## src/rtl/tcs3200_pkg.sv

```systemverilog
// tcs3200_pkg: filter codes, FSM states and channel indices shared by the TCS3200 colour reader.
package tcs3200_pkg;
  localparam logic [1:0] FILT_RED   = 2'b00;
  localparam logic [1:0] FILT_GREEN = 2'b11;
  localparam logic [1:0] FILT_BLUE  = 2'b01;
  localparam logic [1:0] FILT_CLEAR = 2'b10;
  typedef enum logic [1:0] {IDLE, SETTLE, MEASURE, DONE} state_e;
  typedef enum logic [1:0] {CH_RED, CH_GREEN, CH_BLUE, CH_CLEAR} ch_e;
  function automatic logic [1:0] filt_code(input ch_e c);
    return c == CH_RED ? FILT_RED : c == CH_GREEN ? FILT_GREEN : c == CH_BLUE ? FILT_BLUE : FILT_CLEAR;
  endfunction
endpackage

```

## src/rtl/tcs3200_color_reader_sync_edge_detect.sv

```systemverilog
// sync_edge_detect: 2-FF synchronizer followed by a one-cycle rising-edge pulse.
module sync_edge_detect (
  input  logic clk,
  input  logic rst,
  input  logic d_async,
  output logic rise
);
  logic [2:0] sr;
  always_ff @(posedge clk) begin
    sr <= rst ? 3'b000 : {sr[1:0], d_async};
  end
  assign rise = sr[1] & ~sr[2];
endmodule

```

## src/rtl/tcs3200_color_reader.sv

```systemverilog
// tcs3200_color_reader: gated pulse counting of TCS3200 R/G/B per frame; define CLEAR_CHANNEL_EN to add a CLEAR channel.
module tcs3200_color_reader
  import tcs3200_pkg::*;
#(
  parameter int GATE_CYCLES   = 1_000_000,
  parameter int SETTLE_CYCLES = 1000,
  parameter int CNT_W         = 20
) (
  input  logic             clk,
  input  logic             rst,
  input  logic             en,
  input  logic             sensor_out,
  output logic             s2,
  output logic             s3,
  output logic             busy,
  output logic             valid,
  output logic [CNT_W-1:0] red_cnt,
  output logic [CNT_W-1:0] green_cnt,
  output logic [CNT_W-1:0] blue_cnt
`ifdef CLEAR_CHANNEL_EN
  ,
  output logic [CNT_W-1:0] clear_cnt
`endif
);
  localparam int MAX_C = GATE_CYCLES > SETTLE_CYCLES ? GATE_CYCLES : SETTLE_CYCLES;
  localparam int TW = MAX_C > 1 ? $clog2(MAX_C) : 1;
  localparam logic [TW-1:0] S_LAST = TW'(SETTLE_CYCLES - 1);
  localparam logic [TW-1:0] G_LAST = TW'(GATE_CYCLES - 1);
`ifdef CLEAR_CHANNEL_EN
  localparam ch_e LAST_CH = CH_CLEAR;
`else
  localparam ch_e LAST_CH = CH_BLUE;
`endif
  state_e state, state_nx;
  ch_e ch, ch_nx;
  logic [TW-1:0] tmr;
  logic [CNT_W-1:0] acc, acc_nx;
  logic [CNT_W-1:0] shadow [4];
  logic rise, settle_end, gate_end, timing;
  sync_edge_detect u_sync (
    .clk(clk),
    .rst(rst),
    .d_async(sensor_out),
    .rise(rise)
  );
  assign timing = state == SETTLE || state == MEASURE;
  assign settle_end = state == SETTLE && tmr == S_LAST;
  assign gate_end = state == MEASURE && tmr == G_LAST;
  assign acc_nx = (rise && acc != '1) ? acc + 1'b1 : acc;
  assign {s2, s3} = timing ? filt_code(ch) : FILT_RED;
  assign busy = state != IDLE;
  assign valid = state == DONE;
  always_comb begin
    state_nx = state;
    ch_nx = ch;
    case (state)
      IDLE: begin
        state_nx = en ? SETTLE : IDLE;
        ch_nx = CH_RED;
      end
      SETTLE: state_nx = settle_end ? MEASURE : SETTLE;
      MEASURE: begin
        state_nx = !gate_end ? MEASURE : ch == LAST_CH ? DONE : SETTLE;
        ch_nx = (gate_end && ch != LAST_CH) ? ch_e'(ch + 2'd1) : ch;
      end
      DONE: begin
        state_nx = en ? SETTLE : IDLE;
        ch_nx = CH_RED;
      end
    endcase
  end
  // Results load on the edge into DONE so they are already visible while valid is high.
  always_ff @(posedge clk) begin
    if (rst) begin
      state <= IDLE;
      ch <= CH_RED;
      tmr <= '0;
      acc <= '0;
      shadow <= '{default: '0};
      red_cnt <= '0;
      green_cnt <= '0;
      blue_cnt <= '0;
`ifdef CLEAR_CHANNEL_EN
      clear_cnt <= '0;
`endif
    end else begin
      state <= state_nx;
      ch <= ch_nx;
      tmr <= (settle_end || gate_end || !timing) ? '0 : tmr + 1'b1;
      acc <= state == MEASURE ? acc_nx : '0;
      if (gate_end) shadow[ch] <= acc_nx;
      if (gate_end && ch == LAST_CH) begin
        red_cnt <= shadow[CH_RED];
        green_cnt <= shadow[CH_GREEN];
`ifdef CLEAR_CHANNEL_EN
        blue_cnt <= shadow[CH_BLUE];
        clear_cnt <= acc_nx;
`else
        blue_cnt <= acc_nx;
`endif
      end
    end
  end
endmodule

```

## config.mk

```make
export PLATFORM = sky130hd
export DESIGN_NAME = tcs3200_color_reader
export DESIGN_NICKNAME = d
export VERILOG_FILES = /design/src/rtl/tcs3200_pkg.sv /design/src/rtl/tcs3200_color_reader_sync_edge_detect.sv /design/src/rtl/tcs3200_color_reader.sv
export SDC_FILE = /design/constraint.sdc
export NUM_CORES = 1
export LEC_CHECK = 0
export ABC_AREA = 1
export CELL_PAD_IN_SITES_DETAIL_PLACEMENT = 1
export CELL_PAD_IN_SITES_GLOBAL_PLACEMENT = 1
export CORE_ASPECT_RATIO = 0.6
export CORE_UTILIZATION = 44
export DETAILED_ROUTE_END_ITERATION = 10
export PLACE_DENSITY = 0.88
export SLEW_MARGIN = 10
export SYNTH_ARGS = -nofsm -noshare
export SYNTH_HDL_FRONTEND = slang
export SYNTH_SLANG_ARGS = --single-unit
```

## constraint.sdc

```tcl
create_clock -name clk -period 2.96 [get_ports clk]
set_input_delay 0.296 -clock clk [delete_from_list [all_inputs] [get_ports clk]]
set_output_delay 0.296 -clock clk [all_outputs]
set_load 0.01 [all_outputs]
```

# Word-level counts from Yosys, hierarchy flattened
# Index checks and enable logic that the tools add are counted.
# classes
n_addsub	3
n_lt_le_gt_ge	2
n_eq_ne	10
muxes	15
n_bitwise	4
n_reduce_logical	18
# ops
operator	n
$bwmux W80	1
$add A20 B1 Y20 const B	2
$demux W20 S2	1
$mux W20	2
$eq A20 B10 Y1 const B	1
$eq A20 B20 Y1 const B	1
$ne A20 B20 Y1 const B	1
$mux W2	8
$eq A2 B2 Y1 const B	3
$logic_and A1 B1 Y1	6
$pmux W2 S3	1
$reduce_or A2 Y1	3
$eq A2 B1 Y1 const B	2
$logic_not A2 Y1	2
$pmux W2 S2	1
$reduce_bool A2 Y1	2
$ge A3 B3 Y1 const B	1
$logic_or A1 B1 Y1	3
$lt A3 B1 Y1 const B	1
$not A2 Y3	1
$add A2 B1 Y2 const B	1
$ne A2 B1 Y1 const B	1
$ne A2 B2 Y1 const B	1
$not A1 Y1	2
other kinds (4)	4
# totals
ff_bits	187
inputBits	4
elab_cells	64

# Depth between registers and ports, before layout
# logic_depth
depth_word	6
depth_mapped	12
mapped_depth_nobuf	12

# By module
# From an unflattened synthesis, not the netlist that was laid out.
# hier_totals
cells_unflattened	879
area_unflattened_um2	6652.6
# by_module_without_submodules
mod	n_inst	cells_each	area_each_um2
tcs3200_color_reader	1	869	6566.3
sync_edge_detect	1	10	86.3

# Least setup slack after synthesis
# Ideal clock, no wire load.
# synth_timing
kind	flip-flop to flip-flop
startpoint	register acc[0]
endpoint	register shadow[72] in the netlist's numbering
arrival_ns	1.555
slack_ns	1.296
stages_incl_launch_ff	13
n_path_buf	0
path_cell_list	dfxtp_1 ha_1 nand3_2 inv_2 nand2_2 nor2_2 nand2_2 nand2_4 inv_2 nand2_1 nand3_1 nand2_1 inv_1
# synth_via
elab_chain_len	4
# synth_rtl
item	line_no	source
from (decl)	tcs3200_color_reader.sv:37	logic [CNT_W-1:0] acc, acc_nx;
from (signal assigned)	tcs3200_color_reader.sv:90	acc <= state == MEASURE ? acc_nx : '0;
branches (longest 2 deep; another with $add A20 B1 Y20)	-	
$mux W20 (*)	tcs3200_color_reader.sv:49	assign acc_nx = (rise && acc != '1) ? acc + 1'b1 : acc;
$bwmux W80 (*)	tcs3200_color_reader.sv:91	if (gate_end) shadow[ch] <= acc_nx;
to (signal, indexed assignment)	tcs3200_color_reader.sv:91	
to (decl)	tcs3200_color_reader.sv:38	logic [CNT_W-1:0] shadow [4];
# Mark *: on every way between the ends.
# A chain may end at the register's enable or synchronous reset.

# Worst setup path in the final report
# layout_timing
startpoint	register acc[1]
endpoint	register shadow[55] in the netlist's numbering
# Same word-level chain as after synthesis.

==> results_dict.tcl <==
set metrics [dict create \
    p_leak_nw 3.155 \
    grt_use_met1_pct 40.46 \
    grt_use_met3_pct 5.313 \
    mostFrequentLayoutCells "155 x inv_1, 147 x dfxtp_1, 144 x nand2_1, 125 x a21oi_1, 83 x nand3_1" \
    antenna_cells 0 \
    cp.arrival_ps 2720 \
    post-route-period-util_pct 81.06 \
    clkTransAtPathRegs_ps 60 \
    worst_pin_slew_ps 949.8 \
    r2r-end "shadow[55]" \
    peakVddDrop_mv 0.3006 \
    post-cts-setup-buffers 0 \
    grt.busiest_layer "met2" \
    num_io_pins 68 \
    r2r_start "acc[1]" \
    fillCellCount 1748 \
    clock_latency_ps 430 \
    final_common_cell "inv_1" \
    synth_mux_area_share_pct 0 \
    drt_iter0_markers 391 \
    endpoint_kind "flop" \
    fin_setup_tns_ps 0 \
    overflow 0 \
    cts_tree "built" \
    rrSetupSlack_ps 560 \
    grt_start_max_net_pins 57 \
    slew_headroom_pct 36.49 \
    avgViaCountPerCell 5.533 \
    grt_setup_unrepaired "no" \
    wl_per_cell_um 18.59 \
    synth_top_family_by_area "simple AND/OR/NAND/NOR gates" \
    netlist_area_sq_um 6459 \
    worstSetupStartpointType "flop" \
    status "complete, no violations" \
    rows 33 \
    die_h_um 95.85 \
    use_met2_pct 48.25 \
    path_class "flop to flop" \
    synth.distinct_cells 30 \
    min_from "sensor_out" \
    drive_above_1_share_pct 6.846 \
    worstPathRequired_ps 3280 \
    timing.fmax_mhz 416.8 \
    htree_levels 4 \
    yosys_warnings 0 \
    cap_violations 0 \
    hold_depth 3 \
    hp-class "input port to flop" \
    synth_compound_area_share_pct 13.48 \
    antenna_found_initial 0 \
    finalWirelength_um 21490 \
    core_sq_um 14000 \
    hold_end "u_sync.sr[0]" \
    multi_input_area_sq_um 2745 \
    ys_seq_area_share_pct 45.56 \
    ant_nets 0 \
    drc 0 \
    slew_violations 0 \
    synth_seq_cells 147 \
    grt_pass1_wl_um 33800 \
    holdWs_ps 375.4 \
    grt_pass1_vias 6296 \
    vias 6396 \
    grt_usage_pct 29.71 \
    finalClockSkew_ps 10.38 \
    power_density_nw_per_um2 555.6 \
    cts.repair.resized 0 \
    synthSimpleGateAreaFrac_pct 23.83 \
    cts_root_buf "clkbuf_16" \
    crit_fanout 17 \
    synthAdderAreaFrac_pct 1.937 \
    regArea_sq_um 2943 \
    synth-xor-area-share_pct 3.255 \
    syn_avg_cell_area_sq_um 7.224 \
    start_util_pct 46.14 \
    fp.dieW_um 158.4 \
    ctsHoldBuffers 0 \
    clockBufferDepth 2 \
    syn_inst 894 \
    synth_edf_count 0 \
    synth_ff_type "dfxtp_1" \
    port_buffers 67 \
    setup_viol 0 \
    drt-pass1-iter-count 4 \
    place_congestion 0.9365 \
    hold_viol_final 0 \
    area_delta_synth_final_pct 22.14 \
    rr_worst_depth 12 \
    nNetsFinal 966 \
    synthArstFlopShare_pct 0 \
    cts_buffers 17 \
    clock-sinks 147 \
    hpwl_um 14050 \
    fp.dieArea_sq_um 15180 \
    synthesis.nets 908 \
    period_needed_ps 2399 \
]
cells by family (layout without fill, tap and decap cells):
kind of cell / after synthesis / in the layout
and+or+nand+nor: 344 / 344
buffers and inverters: 196 / 266
AOI/OAI and AO/OA: 173 / 173
DFF: 147 / 147
xor gates and xnor gates: 24 / 24
adders and majority gates: 10 / 10
stage by stage:
step | power (mW) | instances | utilization [%] | worst slack, ps | cell area [sq um]
2_1_floorplan | 2.072 | 894 | - | 1296 | 6459
3_3_place_gp | 2.093 | 1125 | 51.92 | 751.0 | 7267
3_5_place_dp | 2.095 | 1125 | 51.92 | 712.6 | 7267
4_1_cts | 4.392 | 1156 | 56.36 | 582.7 | 7889
5_1_grt | 4.482 | 1156 | 56.36 | 408.2 | 7889
6_report | 4.383 | 1156 | 56.36 | 560.6 | 7889
synthesized netlist by cell type (all sizes together) (2+ instances only):
cell | number | area [sq um]
ha | 10 | 125.1
a21oi | 125 | 625.6
nand3 | 85 | 435.4
clkbuf | 20 | 75.07
nor3 | 7 | 35.03
or2 | 3 | 18.77
nand3b | 2 | 15.01
nand2 | 157 | 626.8
dfxtp | 147 | 2943
buf | 16 | 95.08
o21ai | 46 | 230.2
nor2 | 69 | 269.0
nand4 | 19 | 125.1
xor2 | 13 | 113.9
xnor2 | 11 | 96.34
inv | 159 | 596.8
where the power goes:
part | internal, mW | total, mW | switching (mW)
clock | 1.43 | 2.33 | 0.897
sequential | 1.98 | 1.98 | 0.00279
combinational | 0.0164 | 0.0677 | 0.0513
registers in the layout, indices dropped and copies added, names as in the netlist:
signal and flops:
u_sync.sr 3, tmr 20, green_cnt 20, shadow 40, ch 2, red_cnt 20, acc 20, blue_cnt 20
state 2
per-layer routing:
metal	vias to the layer above	share of wire [%]	wire length (um)
met4	0	1.7	365
li1	2964	-	-
met5	-	0	0
met2	213	45	9723
met1	3177	48	10270
met3	42	5.3	1134
worst max path at each step:
stage / start / end / depth (start not counted)
floorplan: acc[0] / shadow[72] / 12
global placement: state[0] / tmr[3] / 7
detailed placement: state[0] / tmr[13] / 7
CTS: state[1] / s2 / 5
global route: acc[0] / shadow[55] / 12
finish: acc[1] / shadow[55] / 12
area by class of cell:
type,count,share of cell area (%)
Clock buffer,19,5.615
Clock inverter,12,2.268
Inverter,160,7.613
Multi-Input combinational cell,551,34.80
Sequential cell,147,37.30
Tap cell,192,3.045
Timing Repair Buffer,75,9.358
worst max-delay path, stage by stage (launching register included):
cell and delay (ps):
dfxtp_1 420, ha_1 300, nand3_2 160, inv_2 120, nand2_2 90, nor2_2 120, nand2_2 130, nand2_4 280
inv_2 170, nand2_1 160, nand3_1 160, nand2_1 120, inv_1 50
No activity file was read; power rests on OpenSTA's default activity.
